## src/rtl/bram_flush_pkg.sv

```systemverilog
// Shared types and defaults for the BRAM flush controller.
package bram_flush_pkg;

  // Default geometry of the BRAM tile being flushed.
  localparam int ADDR_W_DEF = 10;
  localparam int DATA_W_DEF = 36;

  // Default word written into every flushed location; matches the
  // flush_opt logic1 constant (all ones).
  localparam logic [DATA_W_DEF-1:0] FILL_VALUE_DEF = {DATA_W_DEF{1'b1}};

  // Flush sequencer states.
  typedef enum logic [1:0] {
    IDLE  = 2'd0,
    FLUSH = 2'd1,
    DONE  = 2'd2,
    ABORT = 2'd3
  } state_t;

endpackage : bram_flush_pkg

```

## src/rtl/bram_flush_addr_gen.sv

```systemverilog
// Address walker for the flush: holds the current address and the latched
// last address, steps with natural ADDR_W-bit wrap, flags the last word.
module bram_flush_addr_gen
  import bram_flush_pkg::*;
#(
  parameter int ADDR_W = ADDR_W_DEF
) (
  input  logic              clk,
  input  logic              reset,
  input  logic              load,
  input  logic              step,
  input  logic [ADDR_W-1:0] start_addr,
  input  logic [ADDR_W-1:0] last_addr,
  output logic [ADDR_W-1:0] cur,
  output logic              last
);

  logic [ADDR_W-1:0] cur_q;
  logic [ADDR_W-1:0] end_q;

  // Latch the range on load, otherwise advance one word per step.
  always_ff @(posedge clk) begin
    // NOTE: sequential state uses non-blocking assignments and a synchronous
    // reset sampled on the clock edge, so every flop sees the same edge.
    if (reset) begin
      cur_q <= '0;
      end_q <= '0;
    end else if (load) begin
      cur_q <= start_addr;
      end_q <= last_addr;
    end else if (step) begin
      // Natural wrap DEPTH-1 -> 0 lets a range with end < start walk
      // across the top of the address space.
      cur_q <= cur_q + 1'b1;
    end
  end

  assign cur  = cur_q;
  // Equality only: the walk terminates solely on reaching the end address.
  assign last = (cur_q == end_q);

endmodule : bram_flush_addr_gen

```

## src/rtl/bram_flush_ctrl.sv

```systemverilog
// BRAM flush controller: sits between the user write/read port and the BRAM
// primitive. While a flush runs it owns the write port and fills the latched
// address range with FILL_VALUE; reads always pass through, one cycle late.
module bram_flush_ctrl
  import bram_flush_pkg::*;
#(
  parameter int                 ADDR_W     = ADDR_W_DEF,
  parameter int                 DATA_W     = DATA_W_DEF,
  parameter logic [DATA_W-1:0]  FILL_VALUE = {DATA_W{1'b1}}
) (
  input  logic              clk,
  input  logic              reset,
  input  logic              flush_req,
  input  logic              flush_abort,
  input  logic [ADDR_W-1:0] flush_start,
  input  logic [ADDR_W-1:0] flush_end,
  output logic              flush_busy,
  output logic              flush_done,
  output logic              flush_aborted,
  input  logic              usr_wen,
  input  logic [ADDR_W-1:0] usr_waddr,
  input  logic [DATA_W-1:0] usr_wdata,
  output logic              usr_wack,
  input  logic              usr_ren,
  input  logic [ADDR_W-1:0] usr_raddr,
  output logic              bram_wen,
  output logic [ADDR_W-1:0] bram_waddr,
  output logic [DATA_W-1:0] bram_wdata,
  output logic              bram_ren,
  output logic [ADDR_W-1:0] bram_raddr
);

  state_t            state, state_n;
  logic              load, step;
  logic [ADDR_W-1:0] cur;
  logic              last;

  logic              wen_n;
  logic [ADDR_W-1:0] waddr_n;
  logic [DATA_W-1:0] wdata_n;

  bram_flush_addr_gen #(
    .ADDR_W (ADDR_W)
  ) u_addr_gen (
    .clk        (clk),
    .reset      (reset),
    .load       (load),
    .step       (step),
    .start_addr (flush_start),
    .last_addr  (flush_end),
    .cur        (cur),
    .last       (last)
  );

  // State register.
  always_ff @(posedge clk) begin
    if (reset) state <= IDLE;
    else       state <= state_n;
  end

  // Next-state logic and the write-port source mux.
  always_comb begin
    // NOTE: every output of this block gets a default first so no path
    // leaves a signal unassigned, which would infer a latch.
    state_n  = state;
    load     = 1'b0;
    step     = 1'b0;
    usr_wack = 1'b0;
    wen_n    = 1'b0;
    waddr_n  = bram_waddr;
    wdata_n  = bram_wdata;

    case (state)
      IDLE: begin
        // User port owns the BRAM write port; a write in the same cycle
        // as flush_req is still accepted.
        usr_wack = usr_wen;
        wen_n    = usr_wen;
        if (usr_wen) begin
          waddr_n = usr_waddr;
          wdata_n = usr_wdata;
        end
        if (flush_req) begin
          load    = 1'b1;
          state_n = FLUSH;
        end
      end

      FLUSH: begin
        // This cycle's write issues even when abort arrives with it.
        wen_n   = 1'b1;
        waddr_n = cur;
        wdata_n = FILL_VALUE;
        if (flush_abort)  state_n = ABORT;
        else if (last)    state_n = DONE;
        else              step    = 1'b1;
      end

      // One-cycle status pulse; user writes keep stalling here.
      DONE:    state_n = IDLE;
      ABORT:   state_n = IDLE;
      default: state_n = IDLE;
    endcase
  end

  // Registered BRAM port: writes from the mux above, reads straight through.
  always_ff @(posedge clk) begin
    if (reset) begin
      bram_wen   <= 1'b0;
      bram_waddr <= '0;
      bram_wdata <= '0;
      bram_ren   <= 1'b0;
      bram_raddr <= '0;
    end else begin
      bram_wen   <= wen_n;
      bram_waddr <= waddr_n;
      bram_wdata <= wdata_n;
      bram_ren   <= usr_ren;
      bram_raddr <= usr_raddr;
    end
  end

  // Status flags decode straight from the state register.
  assign flush_busy    = (state == FLUSH);
  assign flush_done    = (state == DONE);
  assign flush_aborted = (state == ABORT);

endmodule : bram_flush_ctrl

```

## config.mk

```make
export PLATFORM = sky130hd
export DESIGN_NAME = bram_flush_ctrl
export DESIGN_NICKNAME = d
export VERILOG_FILES = /design/src/rtl/bram_flush_pkg.sv /design/src/rtl/bram_flush_addr_gen.sv /design/src/rtl/bram_flush_ctrl.sv
export SDC_FILE = /design/constraint.sdc
export NUM_CORES = 1
export LEC_CHECK = 0
export ABC_AREA = 1
export CAP_MARGIN = 5
export CORE_UTILIZATION = 40
export DETAILED_ROUTE_END_ITERATION = 8
export DONT_BUFFER_PORTS = 1
export SLEW_MARGIN = 10
export SYNTH_ARGS = -nofsm -noshare
export SYNTH_HDL_FRONTEND = slang
export SYNTH_SLANG_ARGS = --single-unit
export TNS_END_PERCENT = 50
```

## constraint.sdc

```tcl
create_clock -name clk -period 1.5 [get_ports clk]
set_input_delay 0.375 -clock clk [delete_from_list [all_inputs] [get_ports clk]]
set_output_delay 0.375 -clock clk [all_outputs]
set_load 0.1 [all_outputs]
```

==> out/results.ini <==
[timing]
fin_crit_sh = 1.14
rsz0062_at_grt = true
tightest_slew_ns = 1.06
max_freq_ghz = 0.585
layout_setup_ws_ns = -0.209
slew-limit-headroom = 0.295
finalHoldViolations = 0
finClkSkew_ns = 0.0112
min_period_ns = 1.71
drv_slew = 0
setup_viol = 39

[worst_setup_path]
worstPathCellList = nor2_2 > inv_2 > nor2_4 > nor2_2 > nand2_1 > a21oi_1
crit_type = flip-flop to flip-flop
reg2reg_depth = 6
end_kind = flip-flop
start_kind = flip-flop
reg2reg_from = state[0]$_SDFFE_PP0P_
crit_top_cell = nor2_2
crit_slowest_cell = nor2_2
cpPeakStageDelay_ns = 0.82
cp.buffers_inverters = 1
cp_top_family = simple AND/OR/NAND/NOR gates
critPathArrivalTime_ns = 1.99
cp_max_fo = 23
cp_data_required_time_ns = 1.78
rrSetupSlack_ns = -0.21
r2r_end = bram_waddr[2]$_SDFFE_PP0P_

[yosys]
netlist_instances = 484
yosys_warnings = 0
ys_top_cells_by_area = dfxtp_1 47%, a21oi_1 15%, nand2_1 14%
synth_fp_nets = 567
netlist_area_mm2 = 0.00339
synth_area_leader_cell = dfxtp_1
synth_top_area_frac = 0.472
synthDistinctLibCells = 23
avgSynthCellArea_um2 = 7.01
yosys_register_bits = 80
ys_seq_area_frac = 0.472

[cts]
clock_sinks = 80
cts.reportedPaths.clkPinSlew_ns = 0.09
cts_root_buf = clkbuf_8
cts_tree = done
postCtsHoldBufs = 0
clock_path_buffers = 2
htree_levels = 3
numCtsBuffers = 9
clk-insertion-delay-late_ns = 0.35

[die]
dieWidth_um = 94.1
core_area_mm2 = 0.00822
start_util = 0.413
dieArea_mm2 = 0.00886
fp.dieH_um = 94.1
std_cell_rows = 33
io_pins = 144

[pwr]
p_leak_nw = 2.07
sequentialPowerShare = 0.354
power-per-cell-area_mw_per_mm2 = 1560
ir_drop_v = 0.000607
p_int_mw = 4.06
combPwrFrac = 0.404
p_clk_frac = 0.241
p_sw_frac = 0.425
p_sw_mw = 3.00

[finish]
nFillCells = 786
final_area_mm2 = 0.00453
layout_common_cells = 121 x nand2_1, 92 x a21oi_1, 83 x buf_4
area_growth_syn_to_layout_pct = 33.4
seqCellArea_mm2 = 0.00161
layout-drive-gt1-share = 0.242
final_common_cell = nand2_1
fin_nets = 642
utilization = 0.551
diodes = 0
multi_input_area_mm2 = 0.00157

[outcome]
violations = negative setup slack
status = finished, violations left

[placed_design]
hpwl_um = 6220
place_area_mm2 = 0.00413
gp_congestion = 0.838
port_buffers = 0

[global_route]
grt_pass1_vias = 2797
antenna_found_initial = 0
grt_max_degree = 61
track_usage = 0.194
grt_pass1_wl_um = 13100
overflow = 0

[worst_hold_path]
hold_path_end = bram_wdata[7]$_SDFFE_PP0P_
hold_path_startpoint = reset
hp-class = primary input to flip-flop
hold_depth = 1

[route]
route.detailed.drc = 0
drtIter0Drc = 146
ant_nets = 0
via_per_inst = 4.96
wl_per_cell_um = 13.7
drtPass1Iterations = 4
num_vias = 3314
routed_wl_um = 9150

[flow_run]
cap_violations = 0

[stage by stage]
stage / setup TNS, ns / hold slack, ns / instances / power [mW] / setup slack (ns)
after floorplan: -0.0328 / 0.444 / 484 / 4.65 / -0.0328
after global placement: -6.67 / 0.445 / 646 / 5.21 / -0.158
after detailed placement: -9.32 / 0.450 / 646 / 5.25 / -0.236
after CTS: -7.18 / 0.0681 / 666 / 7.06 / -0.211
after global routing: -8.96 / 0.0664 / 668 / 7.39 / -0.269
final: -6.04 / 0.0820 / 668 / 7.07 / -0.209
[cell families (layout without fill, tap and decap cells)]
kind of cell,after synthesis,in the layout,share of synthesized area
AOI/OAI and AO/OA,140,140,0.212
xor gates and xnor gates,2,2,0.00516
adders and majority gates,1,1,0.00369
buffers and inverters,73,151,0.0866
DFF,80,80,0.472
and+or+nand+nor,188,189,0.221
[worst max path at each step]
stage	start	end	slack, ns	cells after the start
after floorplan	state[1]$_SDFFE_PP0P_	usr_wack	-0.03	5
after CTS	state[1]$_SDFFE_PP0P_	usr_wack	-0.21	4
after detailed placement	state[0]$_SDFFE_PP0P_	bram_wdata[35]$_SDFFE_PP0P_	-0.24	6
final	state[0]$_SDFFE_PP0P_	bram_waddr[2]$_SDFFE_PP0P_	-0.21	6
after global placement	state[0]$_SDFFE_PP0P_	bram_wdata[12]$_SDFFE_PP0P_	-0.16	6
after global routing	state[0]$_SDFFE_PP0P_	bram_wdata[17]$_SDFFE_PP0P_	-0.27	6
[Yosys cell counts (all sizes together)]
| cell | instances |
|---|---|
| a31oi | 2 |
| nor3 | 1 |
| ha | 1 |
| nand3 | 18 |
| buf | 12 |
| nand4 | 2 |
| or2 | 2 |
| inv | 41 |
| a21oi | 99 |
| xor2 | 2 |
| nand2 | 124 |
| nor2 | 41 |
| dfxtp | 80 |
| o21bai | 2 |
| clkbuf | 20 |
| o21ai | 37 |
[final cells by class]
type	instances	area share
well taps	105	0.0290
flip-flops and latches	80	0.354
clock inverters	5	0.0182
inverters	41	0.0340
clock buffers	10	0.0282
multi-input cells	332	0.347
repair buffers	95	0.189
[layer usage]
layer  part of all wire  track usage  vias to the layer above
met3              0.064       0.0518                       14
li1                   -            -                     1717
met5                  0            0                        -
met4              0.021       0.0974                        0
met2               0.46        0.305                       89
met1               0.45        0.245                     1494
[power by group through the flow]
stage               Clock, mW  Sequential, mW  Combinational (mW)
CTS                      1.74            2.50                2.82
detailed placement          0            2.55                2.70
global placement            0            2.54                2.67
finish                   1.70            2.50                2.86
global route             1.83            2.53                3.02
floorplan                   0            3.81               0.850
[repair_timing]
item,in CTS,in global routing
resized for setup,20,13
buffers inserted,3,1
endpoints found under the setup margin,61,63
cloned,2,1
hold endpoints to repair,0,0
pin swaps,50,3
[state kept, by name (all words and copies together) (netlist names)]
register and flops:
bram_waddr 10, bram_wen 1, bram_raddr 10, state 2
u_addr_gen.end_q 10, bram_ren 1, u_addr_gen.cur 10, bram_wdata 36
Power figures use the tool's default switching activity.
